`config.mk`:
```
export PLATFORM = sky130hd
export DESIGN_NAME = mips_mem_arbiter_flat
export DESIGN_NICKNAME = d
export VERILOG_FILES = /design/src/rtl/mips_mem_arbiter_pkg.sv /design/src/rtl/mips_mem_arbiter_if.sv /design/src/rtl/mips_mem_arbiter.sv /design/src/flat_wrapper.sv
export SDC_FILE = /design/constraint.sdc
export NUM_CORES = 1
export LEC_CHECK = 0
export BUFFER_PORTS_ARGS = -buffer_cell sky130_fd_sc_hd__buf_2
export CAP_MARGIN = 20
export CORE_UTILIZATION = 47
export DETAILED_ROUTE_END_ITERATION = 7
export HOLD_SLACK_MARGIN = 0.06
export PLACE_DENSITY_LB_ADDON = 0.2
export RECOVER_POWER = 50
export SYNTH_ARGS = -nofsm -noshare
export SYNTH_HDL_FRONTEND = slang
export SYNTH_SLANG_ARGS = --single-unit
```
`constraint.sdc`:
```
create_clock -name clk1 -period 3 [get_ports clk1]
set_input_delay 0.3 -clock clk1 [delete_from_list [all_inputs] [get_ports clk1]]
set_output_delay 0.3 -clock clk1 [all_outputs]
set_load 0.02 [all_outputs]
```
`src/rtl/mips_mem_arbiter_pkg.sv`:
```
// Shared defaults and the read-owner encoding for the MIPS memory arbiter.
package mips_mem_pkg;

    localparam int DEF_AW         = 10;
    localparam int DEF_DW         = 32;
    localparam int DEF_MAX_STREAK = 4;

    typedef enum logic {
        OWN_IF = 1'b0,
        OWN_D  = 1'b1
    } owner_t;

    // Width able to hold every value 0..max inclusive.
    function automatic int streak_width(input int max);
        return (max < 1) ? 1 : $clog2(max + 1);
    endfunction

endpackage

```
`src/rtl/mips_mem_arbiter_if.sv`:
```
// Fetch, data and memory-side signals shared between the arbiter and its environment.
interface mips_mem_arbiter_if #(
    parameter int AW = mips_mem_pkg::DEF_AW,
    parameter int DW = mips_mem_pkg::DEF_DW
);
    logic          halted;

    logic          if_req;
    logic [AW-1:0] if_addr;
    logic          if_gnt;
    logic          if_rvalid;
    logic [DW-1:0] if_rdata;

    logic          d_req;
    logic          d_we;
    logic [AW-1:0] d_addr;
    logic [DW-1:0] d_wdata;
    logic          d_gnt;
    logic          d_rvalid;
    logic [DW-1:0] d_rdata;

    logic          mem_en;
    logic          mem_we;
    logic [AW-1:0] mem_addr;
    logic [DW-1:0] mem_wdata;
    logic [DW-1:0] mem_rdata;

    // Arbiter side
    modport slave (
        input  halted,
        input  if_req, if_addr,
        output if_gnt, if_rvalid, if_rdata,
        input  d_req, d_we, d_addr, d_wdata,
        output d_gnt, d_rvalid, d_rdata,
        output mem_en, mem_we, mem_addr, mem_wdata,
        input  mem_rdata
    );

    // Pipeline and memory side
    modport master (
        output halted,
        output if_req, if_addr,
        input  if_gnt, if_rvalid, if_rdata,
        output d_req, d_we, d_addr, d_wdata,
        input  d_gnt, d_rvalid, d_rdata,
        input  mem_en, mem_we, mem_addr, mem_wdata,
        output mem_rdata
    );
endinterface

```
`src/rtl/mips_mem_arbiter.sv`:
```
// Single-port memory arbiter between instruction fetch and the data stage; data
// has priority, but fetch is forced through after MAX_STREAK consecutive data wins.
module mips_mem_arbiter
    import mips_mem_pkg::*;
#(
    parameter int AW         = DEF_AW,
    parameter int DW         = DEF_DW,
    parameter int MAX_STREAK = DEF_MAX_STREAK
) (
    input  logic                clk1,
    input  logic                rst,
    mips_mem_arbiter_if.slave   bus
);

    localparam int             SW         = streak_width(MAX_STREAK);
    localparam logic [SW-1:0]  STREAK_MAX = SW'(MAX_STREAK);

    logic          eff_if;
    logic          if_gnt;
    logic          d_gnt;
    logic          if_rvalid;
    logic          d_rvalid;

    logic [SW-1:0] streak_reg, streak_next;
    logic          rd_valid_reg, rd_valid_next;
    owner_t        owner_reg, owner_next;
    logic [DW-1:0] if_rdata_reg;
    logic [DW-1:0] d_rdata_reg;

    assign eff_if = bus.if_req && !bus.halted;

    // Grants are gated by rst so nothing reaches memory during reset.
    always_comb begin
        if_gnt = 1'b0;
        d_gnt  = 1'b0;
        if (!rst) begin
            if (bus.d_req && !(eff_if && (streak_reg == STREAK_MAX))) begin
                d_gnt = 1'b1;
            end else if (eff_if) begin
                if_gnt = 1'b1;
            end
        end
    end

    // Streak only measures how long a live fetch has been starved.
    always_comb begin
        streak_next = streak_reg;
        if (!eff_if || if_gnt) begin
            streak_next = '0;
        end else if (d_gnt && (streak_reg != STREAK_MAX)) begin
            streak_next = streak_reg + 1'b1;
        end
    end

    always_comb begin
        rd_valid_next = if_gnt || (d_gnt && !bus.d_we);
        owner_next    = d_gnt ? OWN_D : OWN_IF;
    end

    always_ff @(posedge clk1) begin
        if (rst) begin
            streak_reg   <= '0;
            rd_valid_reg <= 1'b0;
            owner_reg    <= OWN_IF;
            if_rdata_reg <= '0;
            d_rdata_reg  <= '0;
        end else begin
            streak_reg   <= streak_next;
            rd_valid_reg <= rd_valid_next;
            owner_reg    <= owner_next;
            if (if_rvalid) begin
                if_rdata_reg <= bus.mem_rdata;
            end
            if (d_rvalid) begin
                d_rdata_reg <= bus.mem_rdata;
            end
        end
    end

    // A read in flight when reset arrives is dropped rather than returned.
    assign if_rvalid = rd_valid_reg && (owner_reg == OWN_IF) && !rst;
    assign d_rvalid  = rd_valid_reg && (owner_reg == OWN_D)  && !rst;

    assign bus.if_gnt    = if_gnt;
    assign bus.d_gnt     = d_gnt;
    assign bus.if_rvalid = if_rvalid;
    assign bus.d_rvalid  = d_rvalid;
    assign bus.if_rdata  = if_rvalid ? bus.mem_rdata : if_rdata_reg;
    assign bus.d_rdata   = d_rvalid  ? bus.mem_rdata : d_rdata_reg;

    assign bus.mem_en    = if_gnt || d_gnt;
    assign bus.mem_we    = d_gnt && bus.d_we;
    assign bus.mem_addr  = d_gnt ? bus.d_addr : bus.if_addr;
    assign bus.mem_wdata = bus.d_wdata;

endmodule

```
`src/flat_wrapper.sv`:
```
// flat-port wrapper written by rule: the top's interface ports become plain ports
module mips_mem_arbiter_flat import mips_mem_pkg::*;
#(
    parameter int AW         = DEF_AW,
    parameter int DW         = DEF_DW,
    parameter int MAX_STREAK = DEF_MAX_STREAK
)
  (clk1, rst, bus_halted, bus_if_req, bus_if_addr, bus_if_gnt, bus_if_rvalid, bus_if_rdata, bus_d_req, bus_d_we, bus_d_addr, bus_d_wdata, bus_d_gnt, bus_d_rvalid, bus_d_rdata, bus_mem_en, bus_mem_we, bus_mem_addr, bus_mem_wdata, bus_mem_rdata);
  mips_mem_arbiter_if #(.AW(AW), .DW(DW)) bus_i ();
  input  logic clk1;
  input  logic rst;
  input wire logic [$bits(bus_i.halted)-1:0] bus_halted;
  input wire logic [$bits(bus_i.if_req)-1:0] bus_if_req;
  input wire logic [$bits(bus_i.if_addr)-1:0] bus_if_addr;
  output wire logic [$bits(bus_i.if_gnt)-1:0] bus_if_gnt;
  output wire logic [$bits(bus_i.if_rvalid)-1:0] bus_if_rvalid;
  output wire logic [$bits(bus_i.if_rdata)-1:0] bus_if_rdata;
  input wire logic [$bits(bus_i.d_req)-1:0] bus_d_req;
  input wire logic [$bits(bus_i.d_we)-1:0] bus_d_we;
  input wire logic [$bits(bus_i.d_addr)-1:0] bus_d_addr;
  input wire logic [$bits(bus_i.d_wdata)-1:0] bus_d_wdata;
  output wire logic [$bits(bus_i.d_gnt)-1:0] bus_d_gnt;
  output wire logic [$bits(bus_i.d_rvalid)-1:0] bus_d_rvalid;
  output wire logic [$bits(bus_i.d_rdata)-1:0] bus_d_rdata;
  output wire logic [$bits(bus_i.mem_en)-1:0] bus_mem_en;
  output wire logic [$bits(bus_i.mem_we)-1:0] bus_mem_we;
  output wire logic [$bits(bus_i.mem_addr)-1:0] bus_mem_addr;
  output wire logic [$bits(bus_i.mem_wdata)-1:0] bus_mem_wdata;
  input wire logic [$bits(bus_i.mem_rdata)-1:0] bus_mem_rdata;
  assign bus_i.halted = bus_halted;
  assign bus_i.if_req = bus_if_req;
  assign bus_i.if_addr = bus_if_addr;
  assign bus_if_gnt = bus_i.if_gnt;
  assign bus_if_rvalid = bus_i.if_rvalid;
  assign bus_if_rdata = bus_i.if_rdata;
  assign bus_i.d_req = bus_d_req;
  assign bus_i.d_we = bus_d_we;
  assign bus_i.d_addr = bus_d_addr;
  assign bus_i.d_wdata = bus_d_wdata;
  assign bus_d_gnt = bus_i.d_gnt;
  assign bus_d_rvalid = bus_i.d_rvalid;
  assign bus_d_rdata = bus_i.d_rdata;
  assign bus_mem_en = bus_i.mem_en;
  assign bus_mem_we = bus_i.mem_we;
  assign bus_mem_addr = bus_i.mem_addr;
  assign bus_mem_wdata = bus_i.mem_wdata;
  assign bus_i.mem_rdata = bus_mem_rdata;
  mips_mem_arbiter #(.AW(AW), .DW(DW), .MAX_STREAK(MAX_STREAK)) u_core (.clk1(clk1), .rst(rst), .bus(bus_i));
endmodule
```
==> flow_summary.ini, run 1 <==
[run_status]
status = complete, no violations

[floorplan]
core_area_mm2 = 0.00679
initial_utilization_pct = 48.6
die_w_um = 85.9
fp.dieH_um = 85.9
io_pins = 202
fp-row-count = 30
dieArea_mm2 = 0.00737

[clock_tree]
cts_tree = built
root_buffer = clkbuf_8
clock_latency_ps = 340
cts_resized = 0
post-cts-setup-buffer-count = 0
cts_sinks = 69
h-tree-depth = 3
tritoncts.num_buffers = 9
clk_pin_slew_ps = 70
cts_hold_buf = 0
clk_path_buf_depth = 2

[synth]
synth-simple-area-share_pct = 16.5
synth.mux.area_fraction_pct = 28.8
avgSynthCellArea_um2 = 11.7
yosys.area_share.xor_xnor_pct = 0
synth_seq_area_share_pct = 41.8
synthAdderAreaFrac_pct = 0.757
ys_ff_latch = 69
synth_compound_area_share_pct = 1.02
synthesis.area_mm2 = 0.00330
synth_warnings = 0
synth_edf_count = 0
synth_cell_type_count = 26
syn_inst = 282
synth_ff_type = dfxtp_1
synth_top_family_by_area = multiplexers
synth_nets = 374
synthArstFlopShare_pct = 0

[route]
vias = 2227
highest_layer = met4
drc = 0
drt-met1-wl_um = 2790
wl_met2_um = 2950
drt_iter0_drc = 32
wl_met3_um = 518
wire_per_inst_um = 13.0
routed_wl_um = 6320
dr.pass1.iters = 3
routed_via_density = 4.56
antenna_left = 0

[timing]
setup_violations = 0
finalCritPeriodShare_pct = 82.0
tns_ps = 0
period_needed_ps = 2460
worstMarginPinSlew_ps = 678
fin_worst_skew_ps = 13.8
slew-limit-headroom_pct = 54.8
rsz0062_at_grt = no
timing.fmax_mhz = 406
slew_violations = 0
hold_viol = 0

[place]
hpwl_um = 4530
gp_congestion = 0.746
place.port_buffers = 137

[power_and_ir_drop]
pwr_density_cell_mw_per_mm2 = 513
p_switching_uw = 479
ir_drop_uv = 235
design_power_total_mw = 2.00
clkPwrFrac_pct = 42.1
swShare_pct = 23.9
combPwrFrac_pct = 11.1
seqPwrFrac_pct = 46.8
p_int_mw = 1.52
leakage_nw = 2.14

[setup_path]
startpoint_type = register
critPathArrivalTime_ps = 2160
setup.worst_path.end_class = primary output
crit_required_ps = 2700
max_stage_delay_ps = 600
critical_path_class = register to primary output
crit_chain = nor3b_1 > clkbuf_2 > mux2_1 > buf_2
path_max_fanout = 24
cp_top_family = buffers and inverters
timing.critical_path.buf_inv = 2
cpMaxStageDelayCell = clkbuf_2

[global_route]
grt_usage_pct = 17.8
grt_max_degree = 37
grt_pass1_vias = 2076
antenna_found_initial = 0
grt_pass1_wl_um = 10000
overflow = 0

[layout]
diodes = 0
postLayoutCoreUtil_pct = 57.5
area_growth_pct = 18.3
final_common_cell = buf_2
mostFrequentLayoutCells = buf_2, dfxtp_1, mux2_1, nor2b_1, mux2_2
n_fill_cell = 622
drive_above_1_share_pct = 49.0
final_net_count = 479

[job]
cap_viol_max_count = 0

[min_path]
hp-class = input pin to register
## area by class of cell
class	instances	area (µm²)	share of cell area, %
Multi-Input combinational cell	160	1450	37.2
Sequential cell	69	1380	35.4
Timing Repair Buffer	140	702	18.0
Clock buffer	11	141	3.62
Tap cell	96	120	3.07
Clock inverter	5	83.8	2.15
Inverter	7	26.3	0.672
## worst reg2reg max path, delay by kind of cell, from the launching register on
family | cells | cell delay (ps)
DFF | 1 | 370
buffers and inverters | 1 | 600
muxes | 1 | 420
and+or+nand+nor | 2 | 460
## cells by family (layout without fill, tap and decap cells)
group | Yosys count | in the layout
and+or+nand+nor | 78 | 78
AOI/OAI and AO/OA | 5 | 5
adders and majority gates | 2 | 2
muxes | 75 | 75
DFF | 69 | 69
buffers and inverters | 53 | 163
## power by group through the flow
stage	Sequential (mW)	Combinational [mW]	Clock, mW
2_1_floorplan	0.958	0.217	0
3_3_place_gp	0.959	0.239	0
3_5_place_dp	0.959	0.242	0
4_1_cts	0.938	0.243	0.866
5_1_grt	0.938	0.242	0.915
6_report	0.937	0.223	0.843
## per-stage QoR
stage	instances	hold WS [ps]	instance area, µm²	worst slack [ps]
finish	488	244	3910	539
global route	488	252	3910	366
CTS	488	223	4020	571
detailed placement	472	439	3790	703
global placement	472	430	3790	721
floorplan	282	417	3300	1260
## cell usage after synthesis, types with 2 or more instances
master | number | area share (%)
buf_6 | 6 | 2.0
mux2_2 | 20 | 6.8
dfxtp_1 | 69 | 42
clkbuf_1 | 7 | 0.80
mux2_1 | 25 | 8.5
ha_1 | 2 | 0.76
and2b_2 | 13 | 3.4
inv_1 | 7 | 0.80
nor2b_1 | 36 | 6.8
mux2_4 | 29 | 13
nand2_1 | 3 | 0.34
and2b_1 | 16 | 3.6
buf_4 | 32 | 7.3
nor2_1 | 5 | 0.57
## final timing paths
path / cells after the start / endpoint / slack, ps / startpoint
hold reg to reg: 1 / u_core.streak_reg[0]$_SDFFE_PP0P_ / 450 / u_core.streak_reg[0]$_SDFFE_PP0P_
setup reg to reg: 4 / u_core.if_rdata_reg[15]$_SDFF_PP0_ / 1060 / u_core.rd_valid_reg$_SDFF_PP0_
hold / removal: 3 / u_core.streak_reg[2]$_SDFFE_PP0P_ / 240 / bus_d_req
setup / recovery: 4 / bus_if_rdata[29] / 540 / u_core.rd_valid_reg$_SDFF_PP0_
## routing by layer
metal | GRT usage (%) | up-vias
met2 | 28.7 | 111
met1 | 21.3 | 1003
met4 | 8.03 | 0
li1 | - | 1107
met3 | 6.74 | 6
met5 | 0 | -
Note: power is estimated with default switching activity, not from simulation.
==> run 2: changes to the inputs <==
ABC_AREA = 1   (was not set)
CORE_UTILIZATION = 44   (was 47)
clock period = 2.3 ns   (was 3 ns; I/O delays follow)
==> run 2 against run 1 <==
Net effect:
- combinational power grew 93%
- synthesized area is 6.1% higher
- routed wire length rose by 8.2%
- die area increased by 13%
- final area increased by 5.9%
- worst hold slack worse by 74 ps
- clock power grew 7.9%
- register-to-register slack lost 260 ps
- clock skew shrank 8.1 ps
- global-route usage decreased by 0.84 points
==> flow_summary.ini, run 2 <==
[layout]
area_growth_pct = 18.0
drive_above_1_share_pct = 31.1
mostFrequentLayoutCells = buf_2, inv_1, nand2_1, nor2_1, dfxtp_1
n_fill_cell = 818
diodes = 0
final_net_count = 709
final_common_cell = buf_2

[place]
dp_slack_ps = 507
place.port_buffers = 137
hpwl_um = 4870
gp_congestion = 0.748

[synth]
synth_cell_type_count = 19
synth_commonest_cells = inv_1, nand2_1, dfxtp_1
synth_edf_count = 0
synth_top_area_share_pct = 39.4
synthArstFlopShare_pct = 0
synth_seq_area_share_pct = 39.4
yosysMostFrequentCell = inv_1
avgSynthCellArea_um2 = 6.73
synth_warnings = 0
ys_ff_latch = 69
synth_area_leaders = dfxtp_1, inv_1, nand2_1
syn_inst = 521
yosysTopAreaCell = dfxtp_1
synthesis.area_mm2 = 0.00351
synth_nets = 613
synth_ff_type = dfxtp_1

[clock_tree]
clk_pin_slew_ps = 70
cts_sinks = 69
cts_tree = built
post-cts-setup-buffer-count = 0
clock_latency_ps = 330
root_buffer = clkbuf_8
clk_path_buf_depth = 2
tritoncts.num_buffers = 9
h-tree-depth = 3

[floorplan]
fp-row-count = 32
initial_utilization_pct = 45.4
fp.dieH_um = 91.3
core_area_mm2 = 0.00773
dieArea_mm2 = 0.00833
io_pins = 202
die_w_um = 91.3

[setup_path]
regToRegSetupSlack_ps = 800
critPathArrivalTime_ps = 1850
path_max_fanout = 43
setup.worst_path.end_class = primary output
timing.rr.end = u_core.d_rdata_reg[23]$_SDFF_PP0_
critical_path_class = register to primary output
reg2reg_from = u_core.rd_valid_reg$_SDFF_PP0_
startpoint_type = register
crit_required_ps = 2070
rr_worst_depth = 6

[min_path]
worstHoldStart = bus_mem_rdata[15]
hold_depth = 3
whs_endpoint = u_core.if_rdata_reg[15]$_SDFF_PP0_
hp-class = input pin to register

[route]
antenna_left = 0
drc = 0
dr.pass1.iters = 4
drt_iter0_drc = 72
routed_wl_um = 6840
routed_via_density = 4.29
vias = 3100
wire_per_inst_um = 9.47

[job]
cap_viol_max_count = 0

[timing]
slew-limit-headroom_pct = 68.8
worstMarginPinSlew_ps = 468
tns_ps = 0
timing.fmax_mhz = 480
hold_viol = 0
setup_violations = 0
slew_violations = 0
finalCritPeriodShare_pct = 90.6
rsz0062_at_grt = no
period_needed_ps = 2080
fin_worst_skew_ps = 5.77
fin_ws_ps = 216

[global_route]
grt_usage_pct = 17.0
grt_pass1_vias = 2739
antenna_found_initial = 0
overflow = 0
grt_pass1_wl_um = 11500
grt_max_degree = 46

[power_and_ir_drop]
swShare_pct = 27.5
p_int_mw = 1.87
pwr_density_cell_mw_per_mm2 = 624
leakage_nw = 2.84
clkPwrFrac_pct = 35.2
p_switching_uw = 711
seqPwrFrac_pct = 48.1
combPwrFrac_pct = 16.7
ir_drop_uv = 339

[run_status]
status = complete, no violations
-- run 2: how the worst max path moves through the flow --
stage	start	endpoint	slack, ps	cells past startpoint
after floorplan	u_core.streak_reg[0]$_SDFFE_PP0P_	bus_mem_we	670	8
after global placement	rst	bus_mem_addr[6]	520	7
after detailed placement	rst	bus_mem_addr[6]	510	7
after CTS	u_core.streak_reg[0]$_SDFFE_PP0P_	bus_mem_we	210	8
after global routing	u_core.rd_valid_reg$_SDFF_PP0_	bus_if_rdata[25]	30	7
final	u_core.rd_valid_reg$_SDFF_PP0_	bus_d_rdata[15]	220	7
-- run 2: power by group through the flow --
stage	clock network (mW)	registers [mW]	logic [mW]
final	0.910	1.24	0.431
after global routing	1.00	1.24	0.482
after CTS	0.957	1.24	0.441
after detailed placement	0	1.27	0.439
after global placement	0	1.27	0.434
after floorplan	0	1.27	0.365
-- run 2: repair_timing --
action | in CTS | in global routing
setup endpoints to repair | 0 | 2
hold buffers | 0 | 0
resized for setup | 0 | 1
hold endpoints to repair | 0 | 0
-- run 2: area by class of cell --
class | count | area, µm² | share of cell area, %
timing repair buffer | 142 | 748 | 18.1
multi-input combinational | 251 | 1160 | 28.1
clock inverter | 5 | 52.6 | 1.27
clock buffer | 10 | 128 | 3.08
inverter | 144 | 541 | 13.1
sequential | 69 | 1380 | 33.4
tap | 102 | 128 | 3.08
-- run 2: worst max-delay path, stage by stage (launching register included) --
cell	delay, ps
dfxtp_1	310
inv_1	30
nor2_1	170
nand2_2	280
buf_12	280
o21ai_0	230
inv_1	70
buf_2	160
-- run 2: logic make-up (layout without fill, tap and decap cells) --
group | after synthesis | count (layout) | share of synthesized area (%)
adder cells (fa/ha/maj) | 2 | 2 | 0.713
buffers and inverters | 201 | 301 | 27.5
flip-flops | 69 | 69 | 39.4
AND/OR/NAND/NOR | 183 | 183 | 20.8
AO/OA/AOI/OAI | 66 | 66 | 11.7
-- run 2: metrics by stage --
stage               util (%)  total power, mW  hold slack (ps)  instance area [µm²]  std cells
floorplan                  -             1.63              375                 3510        521
global placement        51.3             1.70              460                 3970        708
detailed placement      51.3             1.71              460                 3970        708
CTS                     53.6             2.64              150                 4150        723
global route            53.6             2.73              160                 4140        723
finish                  53.6             2.58              170                 4140        723
-- run 2: metal layers --
metal,wire length (µm),global-route usage (%),part of all wire (%),vias up
li1,-,-,-,1670
met1,3270,20.0,48,1322
met2,3040,28.5,44,99
met3,445,6.45,6.5,9
met4,87,5.29,1.3,0
met5,0,0,0,-
==> run 3: changes to the inputs <==
CELL_PAD_IN_SITES_DETAIL_PLACEMENT = 2   (was not set)
CELL_PAD_IN_SITES_GLOBAL_PLACEMENT = 2   (was not set)
CORE_UTILIZATION = 22   (was 44)
==> run 3 against run 2 <==
Net effect:
- routed wire length up 44%
- core utilization down 25 points
- register-to-register slack improved by 40 ps
- flip-flop and latch count is the same
- critical endpoint is now bus_mem_addr[2]
- critical path type unchanged
- clock-buffer cell count decreased by 1
==> flow_summary.ini, run 3 (synthesis gave the netlist of run 2 again) <==
[floorplan]
fp.dieH_um = 128
core_area_mm2 = 0.0154
dieArea_mm2 = 0.0165
die_w_um = 128
io_pins = 202
initial_utilization_pct = 22.8
fp-row-count = 45

[global_route]
grt_max_degree = 45
grt_usage_pct = 12.6
grt_pass1_vias = 3496
grt_pass1_wl_um = 16200
overflow = 0
antenna_found_initial = 0

[clock_tree]
clock_latency_ps = 340
root_buffer = clkbuf_16
clk_pin_slew_ps = 60
h-tree-depth = 3
tritoncts.num_buffers = 9
post-cts-setup-buffer-count = 0
cts_hold_buf = 0
clk_path_buf_depth = 2
cts_tree = built
cts_sinks = 69
cts_resized = 0

[layout]
final-seq-area_mm2 = 0.00138
area_growth_pct = 23.7
final_common_cell = buf_2
multiInputGateArea_mm2 = 0.00112
fin_area_mm2 = 0.00434
diodes = 0
mostFrequentLayoutCells = buf_2, inv_1, nand2_1, nor2_1, dfxtp_1
final_net_count = 711
drive_above_1_share_pct = 30.0
n_fill_cell = 1905

[power_and_ir_drop]
ir_drop_uv = 304
combPwrFrac_pct = 14.3
leakage_nw = 2.89
clkPwrFrac_pct = 44.9
swShare_pct = 27.5
p_switching_uw = 838
seqPwrFrac_pct = 40.8
p_int_mw = 2.21
pwr_density_cell_mw_per_mm2 = 703

[setup_path]
crit_required_ps = 2070
crit_start = u_core.streak_reg[0]$_SDFFE_PP0P_
startpoint_type = register
setup.worst_path.end_class = primary output
regToRegSetupSlack_ps = 840
reg2reg_from = u_core.rd_valid_reg$_SDFF_PP0_
critical_path_class = register to primary output
critPathArrivalTime_ps = 1890
path_max_fanout = 11

[place]
gp_congestion = 0.707
hpwl_um = 7250
place.port_buffers = 137
placed_area_mm2 = 0.00409

[timing]
timing.fmax_mhz = 471
tns_ps = 0
worstMarginPinSlew_ps = 472
slew_violations = 0
hold_viol = 0
setup_violations = 0
slew-limit-headroom_pct = 68.5
fin_worst_skew_ps = 7.28
rsz0062_at_grt = no
period_needed_ps = 2120
finalCritPeriodShare_pct = 92.2

[route]
drc = 0
routed_wl_um = 9880
dr.pass1.iters = 4
routed_via_density = 3.98
wire_per_inst_um = 11.8
antenna_left = 0
vias = 3321
drt_iter0_drc = 62

[min_path]
hp-class = input pin to register
worstHoldStart = bus_mem_rdata[4]

[job]
cap_viol_max_count = 0

[run_status]
status = complete, no violations
==> run 3: changes by cell type in the layout (fill, tap and decap cells not counted), sizes merged <==
cell	previous run	this run
buf	142	144
clkinv	3	5
clkbuf	10	9
==> run 3: final timing paths <==
path                                            end  cells past startpoint
hold reg to reg   u_core.streak_reg[0]$_SDFFE_PP0P_                      2
setup reg to reg  u_core.d_rdata_reg[21]$_SDFF_PP0_                      6
setup / recovery                    bus_mem_addr[2]                      9
hold / removal     u_core.d_rdata_reg[4]$_SDFF_PP0_                      3
==> run 3: through the flow <==
step	hold WS, ps	utilization (%)	setup WS [ps]	cells	power, mW
2_1_floorplan	375	-	675	521	1.63
3_3_place_gp	460	26.6	630	819	1.72
3_5_place_dp	460	26.6	502	819	1.73
4_1_cts	159	28.5	124	835	3.14
5_1_grt	178	28.2	16.6	835	3.22
6_report	169	28.2	179	835	3.05
==> run 3: final cells by class <==
cell class / count / area share (%)
Clock inverter: 7 / 1.53
Inverter: 144 / 12.5
Sequential cell: 69 / 31.8
Clock buffer: 9 / 5.19
Multi-Input combinational cell: 251 / 25.9
Tap cell: 211 / 6.08
Timing Repair Buffer: 144 / 17.0
==> run 3: routing by layer <==
layer  up-vias  GRT usage (%)  routed length, µm
li1       1667              -                  -
met1      1541           14.2               4290
met2        94           21.7               4720
met3        19           4.84                732
met4         0           4.15                141
met5         -              0                  0
==> run 3: power groups by stage <==
stage               logic (mW)  clock network (mW)  registers, mW
global placement         0.451                   0           1.27
detailed placement       0.461                   0           1.27
CTS                      0.463                1.43           1.24
global route             0.493                1.49           1.25
floorplan                0.365                   0           1.27
finish                   0.437                1.37           1.24
==> run 3: worst max-delay path, cell delays in order, from the launching register on <==
cell,delay (ps)
dfxtp_1,370
inv_1,80
ha_1,200
nand2_1,130
inv_1,80
nand2_1,150
buf_4,200
nand4_1,90
nand2_1,90
buf_2,160
